**config.mk**
```make
export PLATFORM = sky130hd
export DESIGN_NAME = uart_tx_arb
export DESIGN_NICKNAME = d
export VERILOG_FILES = /design/src/rtl/uart_arb_pkg.sv /design/src/rtl/rr_pick.sv /design/src/rtl/uart_tx_arb.sv
export SDC_FILE = /design/constraint.sdc
export NUM_CORES = 1
export LEC_CHECK = 0
export CORE_MARGIN = 3
export CORE_UTILIZATION = 35
export DETAILED_ROUTE_END_ITERATION = 10
export PLACE_DENSITY = 0.67
export REMOVE_ABC_BUFFERS = 1
export SYNTH_ARGS = -nofsm -noshare
export SYNTH_HDL_FRONTEND = slang
export SYNTH_SLANG_ARGS = --single-unit
```
**constraint.sdc**
```tcl
create_clock -name clk -period 2.26 [get_ports clk]
set_input_delay 0.339 -clock clk [delete_from_list [all_inputs] [get_ports clk]]
set_output_delay 0.339 -clock clk [all_outputs]
set_load 0.01 [all_outputs]
```
**src/rtl/uart_arb_pkg.sv**
```systemverilog
// Shared types and width helpers for the UART TX arbiter.
// The FSM encoding is fixed so debug taps read the same across builds.
package uart_arb_pkg;

  typedef enum logic [1:0] {
    IDLE = 2'd0,
    XFER = 2'd1,
    GAP  = 2'd2
  } arb_state_t;

  function automatic int idx_w(input int n);
    return (n < 2) ? 1 : $clog2(n);
  endfunction

  function automatic int cnt_w(input int gap, input int tmo);
    int m;
    m = (gap > tmo) ? gap : tmo;
    return $clog2(m + 1);
  endfunction

endpackage

```
**src/rtl/rr_pick.sv**
```systemverilog
// Rotate-priority encoder: first set request at or above ptr, with wrap.
// Purely combinational; the caller owns the pointer register.
module rr_pick
  import uart_arb_pkg::*;
#(
  parameter int N  = 4,
  parameter int IW = idx_w(N)
) (
  input  logic [N-1:0]  req,
  input  logic [IW-1:0] ptr,
  output logic [IW-1:0] pick,
  output logic          any
);

  always_comb begin
    pick = '0;
    any  = |req;
    // Walk offsets downward so the smallest offset wins.
    for (int i = N - 1; i >= 0; i--) begin
      if (req[(int'(ptr) + i) % N]) begin
        pick = IW'((int'(ptr) + i) % N);
      end
    end
  end

endmodule

```
**src/rtl/uart_tx_arb.sv**
```systemverilog
// Packet-granular round-robin arbiter in front of the UART TX byte channel,
// with an inter-packet idle gap and a mid-packet stall watchdog.
module uart_tx_arb
  import uart_arb_pkg::*;
#(
  parameter int NREQ    = 4,
  parameter int DW      = 8,
  parameter int GAP_CYC = 16,
  parameter int TMO_CYC = 1024
) (
  input  logic                      clk,
  input  logic                      rstn,
  input  logic [NREQ-1:0]           req_vld,
  input  logic [NREQ*DW-1:0]        req_data,
  input  logic [NREQ-1:0]           req_last,
  output logic [NREQ-1:0]           req_rdy,
  output logic                      tx_vld,
  output logic [DW-1:0]             tx_data,
  input  logic                      tx_rdy,
  output logic [idx_w(NREQ)-1:0]    gnt_id,
  output logic                      busy,
  output logic                      tmo_err
);

  localparam int IW    = idx_w(NREQ);
  localparam int CW    = cnt_w(GAP_CYC, TMO_CYC);
  localparam int GAP_L = (GAP_CYC > 0) ? GAP_CYC - 1 : 0;

  localparam logic [CW-1:0] TMO_T = CW'(TMO_CYC - 1);
  localparam logic [CW-1:0] GAP_T = CW'(GAP_L);
  localparam logic [CW-1:0] C_MAX = '1;

  localparam arb_state_t POST = (GAP_CYC == 0) ? IDLE : GAP;

  arb_state_t    state;
  logic [IW-1:0] ptr;
  logic [IW-1:0] pick;
  logic [IW-1:0] nxt;
  logic [CW-1:0] cnt;
  logic          any;
  logic          vld_g;
  logic          last_g;
  logic          beat;

  rr_pick #(
    .N  (NREQ),
    .IW (IW)
  ) u_pick (
    .req  (req_vld),
    .ptr  (ptr),
    .pick (pick),
    .any  (any)
  );

  assign nxt    = (pick == IW'(NREQ - 1)) ? '0 : pick + 1'b1;
  assign vld_g  = req_vld[gnt_id];
  assign last_g = req_last[gnt_id];
  assign beat   = (state == XFER) && vld_g && tx_rdy;
  assign busy   = (state != IDLE);

  // One counter serves as stall timer in XFER and gap timer in GAP.
  always_ff @(posedge clk or negedge rstn) begin
    if (!rstn) begin
      state   <= IDLE;
      gnt_id  <= '0;
      ptr     <= '0;
      cnt     <= '0;
      tmo_err <= 1'b0;
    end else begin
      tmo_err <= 1'b0;
      unique case (state)
        IDLE: begin
          if (any) begin
            gnt_id <= pick;
            ptr    <= nxt;
            cnt    <= '0;
            state  <= XFER;
          end
        end
        XFER: begin
          if (beat && last_g) begin
            cnt   <= '0;
            state <= POST;
          end else if (!vld_g && cnt == TMO_T) begin
            tmo_err <= 1'b1;
            cnt     <= '0;
            state   <= POST;
          end else if (vld_g) begin
            cnt <= '0;
          end else if (cnt != C_MAX) begin
            cnt <= cnt + 1'b1;
          end
        end
        GAP: begin
          if (cnt == GAP_T) begin
            cnt   <= '0;
            state <= IDLE;
          end else if (cnt != C_MAX) begin
            cnt <= cnt + 1'b1;
          end
        end
        default: begin
          cnt   <= '0;
          state <= IDLE;
        end
      endcase
    end
  end

  always_comb begin
    tx_vld  = 1'b0;
    tx_data = '0;
    req_rdy = '0;
    if (state == XFER) begin
      tx_vld          = vld_g;
      tx_data         = req_data[gnt_id*DW +: DW];
      req_rdy[gnt_id] = tx_rdy;
    end
  end

endmodule

```
== Word-level counts from Yosys, hierarchy flattened ==
Cells that the tools add are included.

* Add/sub/neg operators: 5
* Multiply operators: 0
* Div/mod/pow operators: 0
* Magnitude comparators: 6
* Equal/unequal tests: 9
* Shifts and indexed selects: 1
* Mux-type cells: 40
* Bitwise operators: 4
* Reduce and logical (&&, ||, !) cells: 14

{| class="wikitable"
|+ Operators by type and width
! operator !! number
|-
| 11-bit 2-to-1 mux || 6
|-
| 11-bit one-hot mux with 3 select lines || 1
|-
| 32-bit by 6-bit indexed part select with 8-bit output || 1
|-
| 2-bit 2-to-1 mux || 9
|-
| 1-bit 2-to-1 mux || 14
|-
| 1-bit binary-select mux with 2-bit select || 6
|-
| 3-bit by 4-bit less-than comparator with 1-bit output (second input constant) || 3
|-
| 11-bit by 1-bit adder with 11-bit output (second input constant) || 1
|-
| 11-bit by 10-bit equality test with 1-bit output (second input constant) || 1
|-
| 11-bit by 4-bit equality test with 1-bit output (second input constant) || 1
|-
| 11-bit inequality test (second input constant) || 1
|-
| 8-bit 2-to-1 mux || 1
|-
| 2-bit by 3-bit less-than comparator with 1-bit output (second input constant) || 2
|-
| 2-bit one-hot mux with 3 select lines || 1
|-
| 2-bit OR reduction || 3
|-
| 1-bit logical AND || 5
|-
| 2-bit by 1-bit adder with 2-bit output (second input constant) || 2
|-
| 2-bit adder (second input constant) || 2
|-
| 4-bit AND || 1
|-
| 2-bit equality test (second input constant) || 2
|-
| 4-bit 2-to-1 mux || 1
|-
| 2-bit inequality test (second input constant) || 2
|-
| 4-bit OR reduction || 1
|-
| 1-bit AND (first input constant) || 3
|-
| 9 further kinds || 9
|}

* Register bits: 18
* Bits in latches: 0
* Memory bits (writable): 0
* ROM bits: 0
* Output and inout bits: 17
* Memories kept: 0

== Depth between registers and ports, before layout ==
* Depth after elaboration: 12
* Gate-level depth with buffers: 7
* Gate-level depth less buffers: 7

== By module ==
Synthesis repeated with hierarchy kept, for this count alone.

* Cells, all modules: 158
* Area total of the unflattened synthesis: 1503.9 um^2

{| class="wikitable"
|+ By module, submodules not included
! module !! times used !! cells an instance !! area an instance (um^2) !! sequential area each (um^2)
|-
| uart_tx_arb || 1 || 145 || 1426.4 || 450.4
|-
| rr_pick || 1 || 13 || 77.6 || 0.0
|}

== Least setup slack after synthesis ==
OpenSTA, ideal clock, no wires.

* Path kind: register -> output
* Start: register gnt_id[0]
* End: output tx_data[1]
* Arrival: 1675 ps
* Required time: 1921 ps
* Setup slack: 246 ps
* Stages on the path, launching flop included: 5
* Buffers on the path: 2
* Path through: dfrtp_1 -> buf_6 -> clkbuf_1 -> mux4_2 -> and2_1

* Longest elaborated chain between the ends: 2

{| class="wikitable"
|+ Ends and longest elaborated chain
! what !! RTL line !! RTL
|-
| from (decl) || uart_tx_arb.sv:20 || <nowiki>output logic [idx_w(NREQ)-1:0] gnt_id,</nowiki>
|-
| from (signal assigned) || uart_tx_arb.sv:74 || <nowiki>gnt_id <= pick;</nowiki>
|-
| 32-bit by 6-bit indexed part select with 8-bit output || uart_tx_arb.sv:116 || <nowiki>tx_data = req_data[gnt_id*DW +: DW];</nowiki>
|-
| 8-bit 2-to-1 mux || uart_tx_arb.sv:114 || <nowiki>if (state == XFER) begin</nowiki>
|-
| to (decl) || uart_tx_arb.sv:18 || <nowiki>output logic [DW-1:0] tx_data,</nowiki>
|}

No other way between the ends.

== Final worst setup path ==
* Start: input req_vld[3]
* End: register cnt[2]

* Longest elaborated chain between the ends: 7
* Elaborated cells between the ends (all ways): 13

{| class="wikitable"
|+ Ends and longest elaborated chain
! what !! RTL line !! RTL
|-
| from (decl) || uart_tx_arb.sv:13 || <nowiki>input logic [NREQ-1:0] req_vld,</nowiki>
|-
| 1-bit binary-select mux with 2-bit select || uart_tx_arb.sv:56 || <nowiki>assign vld_g = req_vld[gnt_id];</nowiki>
|-
| 1-bit 2-to-1 mux (not written as such) || uart_tx_arb.sv:56 ||
|-
| 1-bit zero test / 1-bit logical AND (equally long branches) || uart_tx_arb.sv:84, uart_tx_arb.sv:58 ||
|-
| 1-bit logical AND (on tied branches) || uart_tx_arb.sv:84, uart_tx_arb.sv:58 ||
|-
| 11-bit 2-to-1 mux / 1-bit logical AND (equally long branches) || uart_tx_arb.sv:84, uart_tx_arb.sv:81 ||
|-
| 11-bit 2-to-1 mux || uart_tx_arb.sv:81 || <nowiki>if (beat && last_g) begin</nowiki>
|-
| 11-bit one-hot mux with 3 select lines || uart_tx_arb.sv:71 || <nowiki>unique case (state)</nowiki>
|-
| to (signal assigned) || uart_tx_arb.sv:91 || <nowiki>cnt <= cnt + 1'b1;</nowiki>
|-
| to (signal assigned) || uart_tx_arb.sv:99 || <nowiki>cnt <= cnt + 1'b1;</nowiki>
|-
| to (decl) || uart_tx_arb.sv:39 || <nowiki>logic [CW-1:0] cnt;</nowiki>
|}

Several ways; a longest one is shown, not always the timed one. The select of a mux whose other input is x is not followed.
A chain may end at the register's enable or synchronous reset.

==> flow_metrics.env <==
export IMPL_run_status="complete, no violations"
export IMPL_cp_max_fo=5
export IMPL_rsz0062_at_grt="no"
export IMPL_cp_data_required_time_ps=2410
export IMPL_htree_levels=1
export IMPL_die_x_um=71.8
export IMPL_cp_slowest_cell="mux4_2"
export IMPL_grt_antenna_before_repair=0
export IMPL_synth_distinct_cells=46
export IMPL_yosys_register_bits=18
export IMPL_p_comb_share_pct=69.9
export IMPL_clock_fmax_mhz=459
export IMPL_grt_max_degree=19
export IMPL_place_congestion=1.02
export IMPL_insertion_delay_ps=250
export IMPL_worstSetupStartpointType="input port"
export IMPL_fin_setup_tns_ps=0
export IMPL_setup_viol=0
export IMPL_vias=1569
export IMPL_avgSynthCellArea_sq_um=9.83
export IMPL_core_area_sq_mm=0.00409
export IMPL_drt_iter0_drc=173
export IMPL_routed_wl_mm=4.79
export IMPL_finalNonFillerCells=282
export IMPL_antenna_cells=0
export IMPL_synth_edf_count=0
export IMPL_netlist_top_cell_by_area="dfrtp_1"
export IMPL_async_flop_share_pct=100
export IMPL_p_per_area_mw_per_mm2=971
export IMPL_grt_usage_pct=19.4
export IMPL_initial_core_util_pct=37.0
export IMPL_finalCritPeriodShare_pct=96.3
export IMPL_grt_first_pass_wirelength_mm=7.99
export IMPL_dpl_instance_area_sq_mm=0.00225
export IMPL_p_clk_share_pct=9.5
export IMPL_stdcell_area_sq_mm=0.00239
export IMPL_area_delta_synth_final_pct=58.2
export IMPL_cp_cell_sequence="clkdlybuf4s50_1, mux4_2, or2_4, o21ai_4, buf_12, nand4_4, o311ai_2"
export IMPL_crit_type="input port to flip-flop"
export IMPL_grt_ovfl_total=0
export IMPL_synth_area_leaders="dfrtp_1, mux4_2, mux4_1, and2_1, nand2_1"
export IMPL_hold_viol_final=0
export IMPL_power_switching_share_pct=39.4
export IMPL_io_pins=60
export IMPL_synth_seq_area_share_pct=29.8
export IMPL_cts_root_buffer="clkbuf_8"
export IMPL_cts_tree="yes"
export IMPL_synth_top_area_share_pct=29.8
export IMPL_clock_sinks=18
export IMPL_tightest_slew_ps=428
export IMPL_power_mw=2.33
export IMPL_max_cap_violations=0
export IMPL_holdWs_ps=412
export IMPL_slowest_delay_ps=510
export IMPL_dp_cells=270
export IMPL_synthesis_area_sq_mm=0.00151
export IMPL_numCtsBuffers=3
export IMPL_viasPerCell=5.56
export IMPL_p_seq_share_pct=20.7
export IMPL_p_int_mw=1.41
export IMPL_dp_hpwl_mm=3.76
export IMPL_ys_flop_type="dfrtp_1"
export IMPL_path_buf_inv=2
export IMPL_p_leak_nw=1.01
export IMPL_hold_path_class="input port to async pin"
export IMPL_cp_top_family="buffers and inverters"
export IMPL_numPortBuffers=59
export IMPL_slew_violations=0
export IMPL_die_area_sq_mm=0.00515
export IMPL_wl_per_cell_um=17.0
export IMPL_drtAntennaViolNets=0
export IMPL_grt_pass1_vias=1598
export IMPL_fin_worst_skew_ps=5.60
export IMPL_die_y_um=71.8
export IMPL_clkTransAtPathRegs_ps=70
export IMPL_fin_crit_ps=2180
export IMPL_ir_drop_mv=0.544
export IMPL_fin_nets=281
export IMPL_cp_end_kind="flip-flop"
export IMPL_p_sw_uw=915
export IMPL_maxSlewHeadroom_pct=71.5
export IMPL_firstDrtPassIters=4
export IMPL_drive_gt1_share_pct=20.7
export IMPL_yosys_warnings=0
export IMPL_rows=23
export IMPL_arrival_ps=2330
export IMPL_ctsLongestPathBuffers=2
export IMPL_syn_instance_count=154
export IMPL_drc=0
[cell usage in the layout (no fill, tap or decap), types with 6 or more instances in the layout]
cell type | Yosys | layout
a21oi_1 | 7 | 7
and2_1 | 9 | 9
buf_4 | 0 | 18
clkdlybuf4s50_1 | 0 | 48
dfrtp_1 | 18 | 16
dlygate4sd2_1 | 0 | 9
inv_1 | 12 | 12
mux4_2 | 7 | 8
nand2_1 | 15 | 15
nand3_1 | 6 | 6
nor2_1 | 11 | 11
[path summary, 6_finish.rpt]
check	to	cells after the start	slack, ps	from
max	cnt[2]	7	80	req_vld[3]
min	cnt[6]	2	410	rstn
max reg2reg	cnt[3]	7	90	cnt[8]
min reg2reg	cnt[0]	1	530	cnt[0]
max in group asynchronous	gnt_id[1]	2	1620	rstn
min in group clk	cnt[0]	1	530	cnt[0]
[layer usage]
metal  up-vias  share of wire, %  global-route usage [%]
li1        748                 -                       -
met4         0              0.79                    3.97
met1       773                40                    24.6
met3         4               3.8                    2.66
met5         -                 0                       0
met2        44                56                    35.0
[cells by family after synthesis]
group | share of synthesized area [%]
adder cells (fa/ha/maj) | 3.31
AO/OA/AOI/OAI | 19.9
XOR/XNOR | 0.579
buffers and inverters | 4.96
multiplexers | 18.3
flip-flops | 29.8
AND/OR/NAND/NOR | 23.1
[cells in the mapped netlist, drive strengths merged (5+ instances only)]
library cell and n:
dfrtp 18, nand2 15, inv 12, nor2 11, mux4 10, and2 9
a21oi 7, nand3 7, o21ai 6, clkbuf 5
[worst register-to-register path: stages, from the launching register on]
cell,delay (ps)
dfrtp_2,450
or4_4,530
o41ai_4,410
o21ai_4,130
buf_12,150
buf_4,120
o2111ai_1,120
o311ai_2,130
[timing repair]
item	4_1_cts	5_1_grt
setup endpoints to repair	13	12
gates cloned	0	0
gates resized for setup	12	8
pin swaps	0	4
hold buffers	0	0
setup buffers	3	7
[sequential cells by signal (all words and copies together) (netlist names)]
signal / count
ptr: 2
gnt_id: 2
state: 2
tmo_err: 1
cnt: 11
[cell type report]
cell class	count	area, sq um
fillers	357	1690
multi-input cells	118	1020
repair buffers	81	776
flip-flops and latches	18	453
well taps	50	62.6
inverters	12	45.0
clock buffers	3	41.3
[stage by stage]
step,worst slack (ps),utilization [%]
2_1_floorplan,-38.3,-
6_report,83.3,58.6
3_3_place_gp,-55.3,55.0
5_1_grt,0.436,58.6
3_5_place_dp,-91.4,55.0
4_1_cts,0.119,56.6
[power by group through the flow]
stage,sequential [mW],clock (mW),combinational (mW)
after floorplan,0.505,0,0.804
after global placement,0.473,0,1.45
after detailed placement,0.481,0,1.49
after CTS,0.482,0.229,1.49
after global routing,0.495,0.250,1.77
final,0.481,0.220,1.62
(Power assumes the default switching activity.)
